===== src/rtl/morse_key_decoder.sv =====
// Hand-keyed Morse decoder: synchronises and debounces a raw key, times each
// press against a unit clock, and emits one 6-bit symbol index per letter.
module morse_key_decoder #(
    parameter int UNIT_CYCLES     = 5_000_000,
    parameter int DEBOUNCE_CYCLES = 500_000
) (
    input  logic       clock,
    input  logic       reset_n,
    input  logic       key_n,
    output logic       key_pressed,
    output logic [5:0] morse_code,
    output logic       code_valid,
    output logic       busy
);

    localparam int PW = $clog2(UNIT_CYCLES);
    localparam int DW = $clog2(DEBOUNCE_CYCLES);
    localparam logic [PW-1:0] PRE_LAST = PW'(UNIT_CYCLES - 1);
    localparam logic [DW-1:0] DEB_LAST = DW'(DEBOUNCE_CYCLES - 1);
    localparam logic [5:0] CODE_BLANK = 6'd36;
    localparam logic [5:0] CODE_ERR   = 6'd63;

    typedef enum logic [1:0] {S_IDLE, S_MARK, S_SPACE} state_t;

    logic          r_sync1, r_sync2, r_key;
    logic [DW-1:0] r_deb_cnt;
    logic [PW-1:0] r_pre;
    logic [3:0]    r_units;
    state_t        r_state;
    logic [5:0]    r_pattern;
    logic [2:0]    r_count;
    logic          r_ovf;
    logic [5:0]    r_code;
    logic          r_valid;
    logic          r_busy;

    logic       w_flip, w_rise, w_fall, w_tick, w_dash, w_gap;
    logic [3:0] w_units_adv;
    logic       w_unused_pat_msb;

    // Standard International Morse; the first element sits at bit cnt-1.
    function automatic logic [5:0] f_decode(input logic [2:0] cnt,
                                            input logic [4:0] pat,
                                            input logic       ovf);
        logic [5:0] code;
        code = CODE_ERR;
        if (!ovf) begin
            case (cnt)
                3'd1: code = pat[0] ? 6'd29 : 6'd14;
                3'd2: begin
                    case (pat[1:0])
                        2'b00:   code = 6'd18;
                        2'b01:   code = 6'd10;
                        2'b10:   code = 6'd23;
                        default: code = 6'd22;
                    endcase
                end
                3'd3: begin
                    case (pat[2:0])
                        3'b000:  code = 6'd28;
                        3'b001:  code = 6'd30;
                        3'b010:  code = 6'd27;
                        3'b011:  code = 6'd32;
                        3'b100:  code = 6'd13;
                        3'b101:  code = 6'd20;
                        3'b110:  code = 6'd16;
                        default: code = 6'd24;
                    endcase
                end
                3'd4: begin
                    case (pat[3:0])
                        4'b0000: code = 6'd17;
                        4'b0001: code = 6'd31;
                        4'b0010: code = 6'd15;
                        4'b0100: code = 6'd21;
                        4'b0110: code = 6'd25;
                        4'b0111: code = 6'd19;
                        4'b1000: code = 6'd11;
                        4'b1001: code = 6'd33;
                        4'b1010: code = 6'd12;
                        4'b1011: code = 6'd34;
                        4'b1100: code = 6'd35;
                        4'b1101: code = 6'd26;
                        default: code = CODE_ERR;
                    endcase
                end
                3'd5: begin
                    case (pat)
                        5'b11111: code = 6'd0;
                        5'b01111: code = 6'd1;
                        5'b00111: code = 6'd2;
                        5'b00011: code = 6'd3;
                        5'b00001: code = 6'd4;
                        5'b00000: code = 6'd5;
                        5'b10000: code = 6'd6;
                        5'b11000: code = 6'd7;
                        5'b11100: code = 6'd8;
                        5'b11110: code = 6'd9;
                        default:  code = CODE_ERR;
                    endcase
                end
                default: code = CODE_ERR;
            endcase
        end
        return code;
    endfunction

    assign w_flip = (r_sync2 != r_key) && (r_deb_cnt == DEB_LAST);
    assign w_rise = w_flip && !r_key;
    assign w_fall = w_flip && r_key;

    always_ff @(posedge clock or negedge reset_n) begin
        if (!reset_n) begin
            r_sync1   <= 1'b0;
            r_sync2   <= 1'b0;
            r_key     <= 1'b0;
            r_deb_cnt <= '0;
        end else begin
            r_sync1 <= ~key_n;
            r_sync2 <= r_sync1;
            if (r_sync2 == r_key) begin
                r_deb_cnt <= '0;
            end else if (r_deb_cnt == DEB_LAST) begin
                r_deb_cnt <= '0;
                r_key     <= ~r_key;
            end else begin
                r_deb_cnt <= r_deb_cnt + DW'(1);
            end
        end
    end

    // Unit value as of this edge; classification and gap detection use it so
    // that a press of exactly 2 units is a dash and the gap ends at R+3 units.
    assign w_tick = (r_pre == PRE_LAST);
    always_comb begin
        w_units_adv = r_units;
        if (w_tick && r_units != 4'd15) begin
            w_units_adv = r_units + 4'd1;
        end
    end
    assign w_dash = (w_units_adv >= 4'd2);
    assign w_gap  = (w_units_adv == 4'd3);

    always_ff @(posedge clock or negedge reset_n) begin
        if (!reset_n) begin
            r_pre   <= '0;
            r_units <= '0;
        end else if (w_flip) begin
            r_pre   <= '0;
            r_units <= '0;
        end else begin
            r_pre   <= w_tick ? '0 : r_pre + PW'(1);
            r_units <= w_units_adv;
        end
    end

    // A press landing on the decode edge is picked up from IDLE via the level.
    always_ff @(posedge clock or negedge reset_n) begin
        if (!reset_n) begin
            r_state   <= S_IDLE;
            r_pattern <= '0;
            r_count   <= '0;
            r_ovf     <= 1'b0;
            r_code    <= CODE_BLANK;
            r_valid   <= 1'b0;
            r_busy    <= 1'b0;
        end else begin
            r_valid <= 1'b0;
            case (r_state)
                S_IDLE: begin
                    if (r_key || w_rise) begin
                        r_state <= S_MARK;
                        r_busy  <= 1'b1;
                    end
                end
                S_MARK: begin
                    if (w_fall) begin
                        if (r_count < 3'd6) begin
                            r_pattern <= {r_pattern[4:0], w_dash};
                            r_count   <= r_count + 3'd1;
                        end else begin
                            r_ovf <= 1'b1;
                        end
                        r_state <= S_SPACE;
                    end
                end
                S_SPACE: begin
                    if (w_gap) begin
                        r_code    <= f_decode(r_count, r_pattern[4:0], r_ovf);
                        r_valid   <= 1'b1;
                        r_pattern <= '0;
                        r_count   <= '0;
                        r_ovf     <= 1'b0;
                        r_busy    <= 1'b0;
                        r_state   <= S_IDLE;
                    end else if (w_rise) begin
                        r_state <= S_MARK;
                    end
                end
                default: begin
                    r_state <= S_IDLE;
                    r_busy  <= 1'b0;
                end
            endcase
        end
    end

    assign w_unused_pat_msb = r_pattern[5];

    assign key_pressed = r_key;
    assign morse_code  = r_code;
    assign code_valid  = r_valid;
    assign busy        = r_busy;

endmodule


===== config.mk =====
export PLATFORM = sky130hd
export DESIGN_NAME = morse_key_decoder
export DESIGN_NICKNAME = d
export VERILOG_FILES = /design/src/rtl/morse_key_decoder.sv
export SDC_FILE = /design/constraint.sdc
export NUM_CORES = 1
export LEC_CHECK = 0
export CAP_MARGIN = 20
export CORE_UTILIZATION = 53
export DETAILED_ROUTE_END_ITERATION = 8
export PLACE_DENSITY = 0.74
export SLEW_MARGIN = 30
export SYNTH_ARGS = -nofsm -noshare
export SYNTH_HDL_FRONTEND = slang
export SYNTH_SLANG_ARGS = --single-unit

===== constraint.sdc =====
create_clock -name clock -period 2.4 [get_ports clock]
set_input_delay 0.24 -clock clock [delete_from_list [all_inputs] [get_ports clock]]
set_output_delay 0.24 -clock clock [all_outputs]
set_load 0.01 [all_outputs]

Word level (Yosys, flattened, before mapping)
Memories as Yosys holds them, arrays and structs flattened.
Index checks and enable logic that the tools add are counted.

operators by class
  $add $sub $neg = 4
  order comparisons = 2
  equal/unequal tests = 27
  mux-type cells = 32
  bitwise logic cells = 4
  reduce and logical (&&, ||, !) cells = 16

operator list
  kind                                            number
  2-to-1 mux 23 bit                               2
  case mux 6 bit (7 select lines)                 1
  2-to-1 mux 19 bit                               2
  case mux 6 bit (5 select lines)                 1
  adder 23 x 1 -> 23 bit (second input constant)  1
  == test 23 bit (second input constant)          1
  2-to-1 mux 5 bit                                4
  adder 19 x 1 -> 19 bit (second input constant)  1
  == test 19 bit (second input constant)          1
  == test 3 bit (second input constant)           5
  case mux 5 bit (3 select lines)                 1
  == test 3 x 2 -> 1 bit (second input constant)  4
  != test 2 bit (second input constant)           5
  case mux 5 bit (2 select lines)                 1
  2-to-1 mux 3 bit                                3
  2-to-1 mux 2 bit                                4
  2-to-1 mux 4 bit                                2
  AND reduction 4 bit                             2
  == test 3 x 1 -> 1 bit (second input constant)  2
  2-to-1 mux 1 bit                                6
  2-to-1 mux 6 bit                                1
  case mux 2 bit (3 select lines)                 1
  case mux 3 bit (2 select lines)                 1
  AND reduction 3 bit                             2
  other kinds (21)                                31

word-level totals
  bits in registers = 68
  ROM bits = 288
  bits of input ports = 3
  output and inout bits = 9
  word-level logic and storage cells = 100
  memories = 2

memory list
  name             depth  bits a word  read ports  clocked after Yosys merged registers in  wr ports  line  source
  (no name shown)  32     6            1           0                                        0         88    case (pat)
  (no name shown)  16     6            1           0                                        0         71    case (pat[3:0])

Logic depth before layout (Yosys ltp)
  word-level depth = 7
  mapped depth = 9
  gate-level depth less buffers = 8

Worst setup path after synthesis
OpenSTA, ideal clock, no wires.

  kind = flip-flop to flip-flop
  start point = register r_deb_cnt[0]
  end point = register r_pre[11]
  arrival time = 1,993 ps
  data required time = 2,328 ps
  slack = 335 ps
  stages on the path, launching flop included = 10
  path buffers = 3
  cell sequence = dfrtp_1 -> ha_1 -> and4_1 -> and4_1 -> clkbuf_1 -> nor2b_1 -> or2_2 -> buf_2 -> buf_4 -> nor2_1

on the way
  longest elaborated chain between the ends = 3

ends and longest elaborated chain
  what                      line  source
  start: declaration        26    logic [DW-1:0] r_deb_cnt;
  start signal: assignment  127   r_deb_cnt <= r_deb_cnt + DW'(1);
  == test 19 bit            108   assign w_flip = (r_sync2 != r_key) && (r_deb_cnt == DEB_LAST);
  logical AND 1 bit         108
  2-to-1 mux 23 bit         148   end else if (w_flip) begin
  end signal: assignment    152   r_pre <= w_tick ? '0 : r_pre + PW'(1);
  end: declaration          27    logic [PW-1:0] r_pre;

No other way between the ends.
A chain may end at the register's enable or synchronous reset.

Final worst setup path
  start point = register r_pre[0]
  end point = register r_state[1]

on the way
  longest elaborated chain between the ends = 6

ends and longest elaborated chain
  what                                                                                     line  source
  == test 23 bit (*)                                                                       134   assign w_tick = (r_pre == PRE_LAST);
  logical AND 1 bit (*)                                                                    137   if (w_tick && r_units != 4'd15) begin
  2-to-1 mux 4 bit (*)                                                                     137
  == test 4 x 2 -> 1 bit (*)                                                               142   assign w_gap = (w_units_adv == 4'd3);
  != test 3 bit (no source line) or 2-to-1 mux 2 bit (tied branches)                       -
  AND reduction 3 bit (no source line) or case mux 2 bit (3 select lines) (tied branches)  -
  end signal: assignment                                                                   160   r_state <= S_IDLE;
  end signal: assignment                                                                   172   r_state <= S_MARK;
  end signal: assignment                                                                   184   r_state <= S_SPACE;
  end: declaration                                                                         29    state_t r_state;

Every way passes the cells marked *; elsewhere a longest branch is shown, timed or not.

==> flow_summary.yaml <==
status:
  status: "finished clean"
layout:
  n_antenna_cell: 0
  fin_area_sq_um: 4362
  layout_commonest_cell: "dfrtp_1"
  final_cells: 546
  ff_latch_area_sq_um: 1704
  fin_util: 0.6247
  nets: 462
  multi_input_area_sq_um: 2062
  area_growth_pct: 11.34
  mostFrequentLayoutCells: "dfrtp_1, nor2_1, nand2_1"
  layout-drive-gt1-share: 0.09111
  nFillCells: 590
critical_path:
  cp.required_ps: 2630
  reg2reg_from: "r_pre[0]"
  slowest_delay_ps: 570
  path_cells: "ha_1 -> nand2_1 -> nor4_4 -> a2111oi_1 -> or2_1 -> nor2_1 -> a22o_1"
  start_kind: "flip-flop"
  worstPathMaxFanout: 6
  crit_family: "compound AO/OA/AOI/OAI gates"
  critical-path-slowest-cell: "a2111oi_1"
  cp_num_buf_inv: 0
  critPathKind: "flip-flop to flip-flop"
  startpoint: "r_pre[0]"
  cp-end-kind: "flip-flop"
  worst_ep_arrival_time_ps: 2440
timing:
  grt_setup_unrepaired: "false"
  finalHoldViolations: 0
  fin_crit_ps: 2208
  fin_crit_sh: 0.9202
  setup_viol: 0
  slew_viol_final: 0
  worst_pin_slew_ps: 841.6
  fin_setup_tns_ps: 0
  skew_ps: 8.635
  worst_slew_margin_rel: 0.4390
  max_freq_ghz: 0.4528
die:
  io_pins: 12
  die_area_sq_um: 7740
  core_area_sq_um: 6982
  die_w_um: 87.98
  die_h_um: 87.98
  start_util: 0.5611
  std_cell_rows: 30
global_routing:
  grt_pass1_wl_mm: 13.66
  grt_pass1_vias: 3001
  grt_max_degree: 69
  antenna_found_initial: 0
  overflow: 0
  grt_usage: 0.2265
cts:
  cts_max_path_buffers: 2
  cts_tree: "yes"
  htreeDepth: 3
  cts_made_buffers: 9
  clk_latency_ps: 340
  cts_setup_buffers: 0
  cts.root.buffer_cell: "clkbuf_8"
  ctsHoldBuffers: 0
  post_cts_resized: 0
  cts_sinks: 68
  path_clk_slew_ps: 80
synthesis:
  ys_types: 60
  synth_warnings: 0
  synth.largest_area_cell: "dfrtp_1"
  ys_seq_area_frac: 0.4350
  syn_area_sq_um: 3918
  yosysTopAreaCellShare: 0.4216
  synth_area_leaders: "dfrtp_1, nor2_1, xor2_1"
  synth_ff_type: "dfrtp_1"
  syn_avg_cell_area_sq_um: 9.110
  synthCells: 430
  ys_ff_latch: 68
  async_reset_ff_frac: 1.000
  synth_edf_count: 0
  syn-num-nets: 447
power_and_ir_drop:
  powerDensity_nw_per_um2: 499.1
  p_clk_frac: 0.451
  p_leak_nw: 1.848
  switchingPower_mw: 0.4728
  p_int_mw: 1.704
  p_sw_frac: 0.2172
  fin_total_pwr_mw: 2.177
  peakVddDrop_mv: 0.4338
  power_frac_seq: 0.531
  combPwrFrac: 0.018
route:
  vias: 3080
  drt-pass1-iter-count: 4
  drt_iter0_drc: 157
  via_per_inst: 5.641
  drcViolationCount: 0
  postRouteAntennaNets: 0
  wl_per_cell_um: 14.17
  wl_mm: 7.736
placement:
  io_buffers: 11
  place.gp.congestion: 0.9267
  dpl.hpwl_mm: 5.363
  dp.cells: 530
  place_area_sq_um: 4150
min_path:
  hold_path.class: "input port to asynchronous set/reset pin"
flow_run:
  max_cap_viol_count: 0
-- worst paths after layout --
path	end	slack, ps	depth (start not counted)
worst min register to register	r_sync2	350	0
max in group asynchronous	code_valid	1760	2
worst max register to register	r_state[1]	190	7
worst max-delay path	r_state[1]	190	7
min in group clock	r_sync2	350	0
worst min-delay path	r_deb_cnt[16]	70	2
-- worst reg2reg max path, cell delays in order (launching register included) --
cell and delay, ps:
dfrtp_1 420, ha_1 280, nand2_1 150, nor4_4 70, a2111oi_1 570, or2_1 310
nor2_1 70, a22o_1 230
-- per-stage QoR --
stage / setup WS, ps / hold slack, ps
final: 191.5 / 66.93
after global routing: 2.615 / 159.3
after CTS: 201.1 / 109.3
after detailed placement: 219.5 / 339.3
after global placement: 258.8 / 339.0
after floorplan: 334.8 / -55.59
-- flip-flops by register name, summed over array words and instances (netlist names) --
register and count:
r_sync2 1, r_count 3, r_sync1 1, morse_code 6, r_pattern 5, r_units 4
r_state 2, key_pressed 1, r_pre 23, r_deb_cnt 19, code_valid 1, r_ovf 1
busy 1
-- power groups by stage --
stage	Sequential (mW)	Clock [mW]	Combinational, mW
2_1_floorplan	1.18	0	0.0128
3_3_place_gp	1.18	0	0.0403
3_5_place_dp	1.18	0	0.0409
4_1_cts	1.16	1.01	0.0410
5_1_grt	1.16	1.06	0.0476
6_report	1.16	0.982	0.0387
-- area by class of cell --
class,count,area share
clock buffer,12,0.03557
clock inverter,4,0.01291
inverter,17,0.01463
multi-input combinational,327,0.4727
sequential,68,0.3907
tap,96,0.02754
timing repair buffer,22,0.04590
-- synth_stat cells, drive strengths merged (2+ instances only) --
master and n:
and4 9, a21oi 13, a31oi 4, dfstp 2, dfrtp 66, a21o 3
a211oi 3, o221ai 2, buf 7, mux2 2, a21boi 2, nor2 64
or2 4, clkbuf 11, or4b 2, nand3 27, nand4 7, and3 6
inv 17, o21ai 23, xnor2 19, o22ai 2, or3 2, mux2i 3
ha 14, xor2 24, and2 3, nor4b 5, nor3 10, o211ai 3
nand2b 4, nor4 5, nand2 41, nor2b 4, a311oi 2
-- per-layer routing --
layer,track usage,wire length [um],part of all wire,vias to the layer above
met3,0.05184,295,0.038,9
met4,0.07154,68,0.0088,0
met5,0,0,0,-
met1,0.2880,3607,0.47,1487
met2,0.3834,3765,0.49,57
li1,-,-,-,1527
-- logic make-up (layout without fill, tap and decap cells) --
kind of cell,after synthesis,count (layout),synth area share
muxes,6,6,0.02108
xor gates and xnor gates,43,43,0.09614
adders and majority gates,14,14,0.04471
buffers and inverters,35,55,0.03864
AOI/OAI and AO/OA,68,68,0.1131
DFF,68,68,0.4350
and+or+nand+nor,196,196,0.2514
Note: power is estimated with default switching activity, not from simulation.
